File: src/rtl/tick_timer_scheduler_pkg.sv
`default_nettype none
// ============================================================================
// Module   : tick_timer_pkg
// Purpose  : Shared types for the tick timer scheduler: channel state, command
//            opcodes and the width-independent part of the channel record.
// Revision : 1.0 - initial release
// ============================================================================
package tick_timer_pkg;

  typedef enum logic {
    CH_IDLE = 1'b0,
    CH_RUN  = 1'b1
  } ch_state_e;

  typedef enum logic [1:0] {
    OP_NOP   = 2'd0,
    OP_START = 2'd1,
    OP_STOP  = 2'd2,
    OP_CLR   = 2'd3
  } cmd_op_e;

  // Control half of a channel record; the counter/period half depends on
  // PERIOD_W and is completed inside the top module.
  typedef struct packed {
    ch_state_e state;
    logic      periodic;
  } ch_ctrl_t;

endpackage
`default_nettype wire

File: src/rtl/tick_timer_scheduler_prescaler.sv
`default_nettype none
// ============================================================================
// Module   : tick_prescaler
// Purpose  : Modulo-PRESCALE counter producing the shared base tick.
// Ports    : clk, reset (async, active-low)
//            i_enable - advance the counter; low freezes it
//            o_tick   - combinational, high on the last count while enabled
// Revision : 1.0 - initial release
// ============================================================================
module tick_prescaler #(
  parameter int PRESCALE = 5
) (
  input  logic clk,
  input  logic reset,
  input  logic i_enable,
  output logic o_tick
);

  localparam int            c_W    = (PRESCALE <= 1) ? 1 : $clog2(PRESCALE);
  localparam logic [c_W-1:0] c_LAST = c_W'(PRESCALE - 1);

  logic [c_W-1:0] r_cnt;

  always_ff @(posedge clk or negedge reset) begin
    if (!reset) begin
      r_cnt <= '0;
    end else if (i_enable) begin
      r_cnt <= (r_cnt == c_LAST) ? '0 : r_cnt + c_W'(1);
    end
  end

  assign o_tick = i_enable && (r_cnt == c_LAST);

endmodule
`default_nettype wire

File: src/rtl/tick_timer_scheduler.sv
`default_nettype none
// ============================================================================
// Module   : tick_timer_scheduler
// Purpose  : NUM_CH independent tick timers sharing one prescaler, driven by a
//            single command port (START / STOP / CLEAR_IRQ).
// Ports    : clk, reset (async, active-low)
//            i_enable        - global run; low freezes prescaler and counters
//            i_cmd_valid/op/ch/period/periodic - command port
//            o_tick          - base tick (combinational)
//            o_busy          - channel running
//            o_expire        - registered one-cycle expiry pulse
//            o_irq_pending   - sticky expiry flag
// Revision : 1.0 - initial release
// ============================================================================
module tick_timer_scheduler
  import tick_timer_pkg::*;
#(
  parameter int NUM_CH   = 4,
  parameter int PRESCALE = 5,
  parameter int PERIOD_W = 8,
  parameter int CH_W     = (NUM_CH > 1) ? $clog2(NUM_CH) : 1
) (
  input  logic                clk,
  input  logic                reset,
  input  logic                i_enable,
  input  logic                i_cmd_valid,
  input  logic [1:0]          i_cmd_op,
  input  logic [CH_W-1:0]     i_cmd_ch,
  input  logic [PERIOD_W-1:0] i_cmd_period,
  input  logic                i_cmd_periodic,
  output logic                o_tick,
  output logic [NUM_CH-1:0]   o_busy,
  output logic [NUM_CH-1:0]   o_expire,
  output logic [NUM_CH-1:0]   o_irq_pending
);

  typedef struct packed {
    ch_ctrl_t            ctrl;
    logic [PERIOD_W-1:0] cnt;
    logic [PERIOD_W-1:0] period;
  } ch_regs_t;

  logic    w_tick;
  cmd_op_e w_op;

  assign w_op   = cmd_op_e'(i_cmd_op);
  assign o_tick = w_tick;

  tick_prescaler #(
    .PRESCALE (PRESCALE)
  ) u_prescaler (
    .clk      (clk),
    .reset    (reset),
    .i_enable (i_enable),
    .o_tick   (w_tick)
  );

  for (genvar g = 0; g < NUM_CH; g++) begin : g_ch
    ch_regs_t r_ch;
    logic     r_expire;
    logic     r_irq;
    logic     w_sel;
    logic     w_start;
    logic     w_stop;
    logic     w_clr;
    logic     w_last;
    logic     w_fire;

    // Out-of-range channel numbers never match any g, so they are no-ops.
    assign w_sel   = i_cmd_valid && (i_cmd_ch == CH_W'(g));
    assign w_start = w_sel && (w_op == OP_START) && (i_cmd_period != '0);
    assign w_stop  = w_sel && (w_op == OP_STOP);
    assign w_clr   = w_sel && (w_op == OP_CLR);
    assign w_last  = (r_ch.ctrl.state == CH_RUN) && w_tick &&
                     (r_ch.cnt <= PERIOD_W'(1));
    // START and STOP both pre-empt an expiry landing in the same cycle.
    assign w_fire  = w_last && !w_start && !w_stop;

    always_ff @(posedge clk or negedge reset) begin
      if (!reset) begin
        r_ch     <= '0;
        r_expire <= 1'b0;
        r_irq    <= 1'b0;
      end else begin
        r_expire <= w_fire;

        // Expiry setting the flag beats a coincident CLEAR_IRQ.
        if (w_fire) begin
          r_irq <= 1'b1;
        end else if (w_clr) begin
          r_irq <= 1'b0;
        end

        if (w_start) begin
          r_ch.ctrl.state    <= CH_RUN;
          r_ch.ctrl.periodic <= i_cmd_periodic;
          r_ch.cnt           <= i_cmd_period;
          r_ch.period        <= i_cmd_period;
        end else if (w_stop) begin
          r_ch.ctrl.state <= CH_IDLE;
          r_ch.cnt        <= '0;
        end else if ((r_ch.ctrl.state == CH_RUN) && w_tick) begin
          if (w_last) begin
            if (r_ch.ctrl.periodic) begin
              r_ch.cnt <= r_ch.period;
            end else begin
              r_ch.ctrl.state <= CH_IDLE;
              r_ch.cnt        <= '0;
            end
          end else begin
            r_ch.cnt <= r_ch.cnt - PERIOD_W'(1);
          end
        end
      end
    end

    assign o_busy[g]        = (r_ch.ctrl.state == CH_RUN);
    assign o_expire[g]      = r_expire;
    assign o_irq_pending[g] = r_irq;
  end

endmodule
`default_nettype wire

File: config.mk
export PLATFORM = sky130hd
export DESIGN_NAME = tick_timer_scheduler
export DESIGN_NICKNAME = d
export VERILOG_FILES = /design/src/rtl/tick_timer_scheduler_pkg.sv /design/src/rtl/tick_timer_scheduler_prescaler.sv /design/src/rtl/tick_timer_scheduler.sv
export SDC_FILE = /design/constraint.sdc
export NUM_CORES = 1
export LEC_CHECK = 0
export CAP_MARGIN = 20
export CORE_ASPECT_RATIO = 1.1
export CORE_MARGIN = 4
export CORE_UTILIZATION = 45
export DETAILED_ROUTE_END_ITERATION = 8
export PLACE_DENSITY = 0.63
export SYNTH_ARGS = -nofsm -noshare
export SYNTH_HDL_FRONTEND = slang
export SYNTH_SLANG_ARGS = --single-unit
File: constraint.sdc
create_clock -name clk -period 2.15 [get_ports clk]
set_clock_uncertainty 0.05 [all_clocks]
set_input_delay 0.3225 -clock clk [delete_from_list [all_inputs] [get_ports clk]]
set_output_delay 0.3225 -clock clk [all_outputs]
set_load 0.05 [all_outputs]
==> metrics.txt <==
outcome=complete, no violations; Seq cells post-synth=83; Lkg Pwr=0.00273 uW; top_reg_cell synth=dfrtp_1; CP max-delay cell=or4_4; Worst Path Required=2.32 ns; Crit. End Element=flop; port bufs=29; root buf cell=clkbuf_16; Chip Width=107 um; worst slew pin tran=0.499 ns; crit-path max FO=7; total wire length=12500 um; final antenna-violating net count=0; startpoint types=flop; drt first pass iters=5; final std cells w/o fill=746; IO Pins=30; synthesized instance count=528; P per Cell Area=1080 mW/mm^2; VDD IR max=0.552 mV; CP bufs+invs=1; routed vias=4314; initial antenna violation count=0; DIE HEIGHT=116 um; Ys Warns=0; critical-path cell list=or4_4 > nor3_2 > buf_4 > nor2_1 > o31ai_1 > a21oi_1; die area=0.0124 mm^2; Worst EP arrival=2.22 ns; register area share after synthesis=43.2%; share of cells above drive strength 1=19.2%; max_cap viols=0; Routed wire per std cell=16.8 um; WS Path Type=flop to flop; CTS H-tree depth=3; GRT Resource Usage Total=21.6%; P&R area growth vs syn=22.9%; clock slew at reported path FFs=0.06 ns; Final Hold Viols=0; largest net degree at the start of global routing=38; synth unique cells=64; Async SR Flop Fraction=100%; Sink Count=83; vias in the first global route=4292; Hold Crit Class=flop to flop; Remaining Overflow, GRT=0; Worst path max stage delay=0.57 ns; placed cell area=0.00560 mm^2; DP Wirelength=9290 um; Post-synth EDFFs=0; dpl cells=729; Design Area, Final=0.00592 mm^2; Max Fclk=488 MHz; Initial Util=46.1%; Syn Area/Cell=9.11 um^2; Placer Congestion=0.875; most common cell after layout, fill and taps aside=dfrtp_1; post-DR vias/cell=5.78; CTS Buf Count=9; Cell Rows=39; Final Cycle Share=95.2%; most frequent cells in the layout=83 x dfrtp_1, 67 x buf_4, 57 x nand2_1, 55 x nor2_1, 30 x a21oi_1; min Tclk post-route=2.05 ns; antenna cells=0; Skew-Pair Late Insertion Delay=0.35 ns; # setup viols final=0; clk buf depth=2; Mapped Nets=555; # nets final=625; RSZ-0062 raised after global routing=false; final slew viol count=0; Slew headroom=66.6%; first-pass GRT wire length=21100 um; cell area after synthesis=0.00481 mm^2; CTS tree=built; Filler Cells Inserted=966; Crit path max-delay family=simple AND/OR/NAND/NOR gates; DRT iter0 DRCs=249; post-CTS setup buffers=0; DRC=0; core area=0.0104 mm^2
through the flow:
step                hold slack, ns  utilization, %  TNS (ns)  total power (uW)  setup slack (ns)
floorplan                  -0.0231               -         0              4120            0.0621
global placement             0.249            53.6     -5.06              4760            -0.204
detailed placement           0.253            53.6     -6.19              4810            -0.234
CTS                          0.421            56.6         0              6380           0.00186
global route                 0.428            56.6         0              6850           0.00284
finish                       0.422            56.6         0              6380             0.103
kinds of logic after synthesis:
logic type / Yosys count / share of synthesized area, %
buffers and inverters: 53 / 5.46
DFF: 83 / 43.2
and+or+nand+nor: 207 / 22.4
xor gates and xnor gates: 8 / 1.46
adders and majority gates: 10 / 2.60
muxes: 7 / 1.59
AOI/OAI and AO/OA: 160 / 23.3
final cells by class:
type                            count  area [um^2]  area share [%]
Multi-Input combinational cell    392         2480            42.0
Sequential cell                    83         2080            35.1
Timing Repair Buffer               97          823            13.9
Clock buffer                        9          225            3.81
Tap cell                          143          179            3.02
Clock inverter                      7         68.8            1.16
Inverter                           15         60.1            1.02
registers in the layout, indices dropped and copies added (netlist names):
signal,flops
g_ch.r_irq,4
g_ch.r_ch,68
o_busy,4
u_prescaler.r_cnt,3
g_ch.r_expire,4
per-layer routing:
metal | GRT usage (%) | routed length (um) | up-vias
met3 | 4.59 | 646 | 26
met1 | 28.2 | 5740 | 2080
met5 | 0 | 0 | -
met4 | 8.78 | 280 | 0
li1 | - | - | 2074
met2 | 35.2 | 5880 | 134
power breakdown:
part           switching, uW  total, uW  internal [uW]
Combinational           1160       2250           1090
Sequential               565       2580           2020
Clock                    648       1540            895
Total                   2380       6380           4000
what timing repair did:
| action | CTS | global route |
|---|---|---|
| hold buffers | 1 | 0 |
| hold endpoints to repair | 30 | 0 |
| resized for setup | 0 | 4 |
| setup endpoints to repair | 0 | 13 |
worst paths after layout:
kind,startpoint,to,slack (ns),depth (start not counted)
max,g_ch[1].r_ch[12]$_DFFE_PN0P_,g_ch[1].r_ch[9]$_DFFE_PN0P_,0.10,6
min,g_ch[3].r_ch[3]$_DFFE_PN0P_,g_ch[3].r_ch[3]$_DFFE_PN0P_,0.42,1
max reg2reg,g_ch[1].r_ch[12]$_DFFE_PN0P_,g_ch[1].r_ch[9]$_DFFE_PN0P_,0.10,6
min reg2reg,g_ch[3].r_ch[3]$_DFFE_PN0P_,g_ch[3].r_ch[3]$_DFFE_PN0P_,0.42,1
max in group asynchronous,reset,g_ch[0].r_ch[5]$_DFFE_PN0P_,1.02,3
min in group asynchronous,reset,g_ch[2].r_ch[13]$_DFFE_PN0P_,0.43,2
worst reg2reg max path: cells and delay by family, from the launching register on:
kind	cells	cell delay, ns
AND/OR/NAND/NOR	3	0.92
flip-flops	1	0.43
AO/OA/AOI/OAI	2	0.31
buffers and inverters	1	0.22
cell usage after synthesis, types with 7 or more instances:
cell type / instances / area share, %
dfrtp_1: 83 / 43
nand2_1: 57 / 4.4
nor2_1: 55 / 4.3
a21oi_1: 30 / 3.1
a21o_1: 23 / 3.6
o21ai_0: 20 / 2.1
clkbuf_1: 17 / 1.3
buf_4: 15 / 2.3
inv_1: 15 / 1.2
nand3_1: 13 / 1.4
o22ai_1: 13 / 1.7
a31oi_1: 12 / 1.6
and3_1: 11 / 1.4
ha_1: 10 / 2.6
nor3_1: 9 / 0.94
a311oi_1: 8 / 1.5
and2_1: 8 / 1.0
o31ai_1: 7 / 1.1
Note: power is estimated with default switching activity, not from simulation.
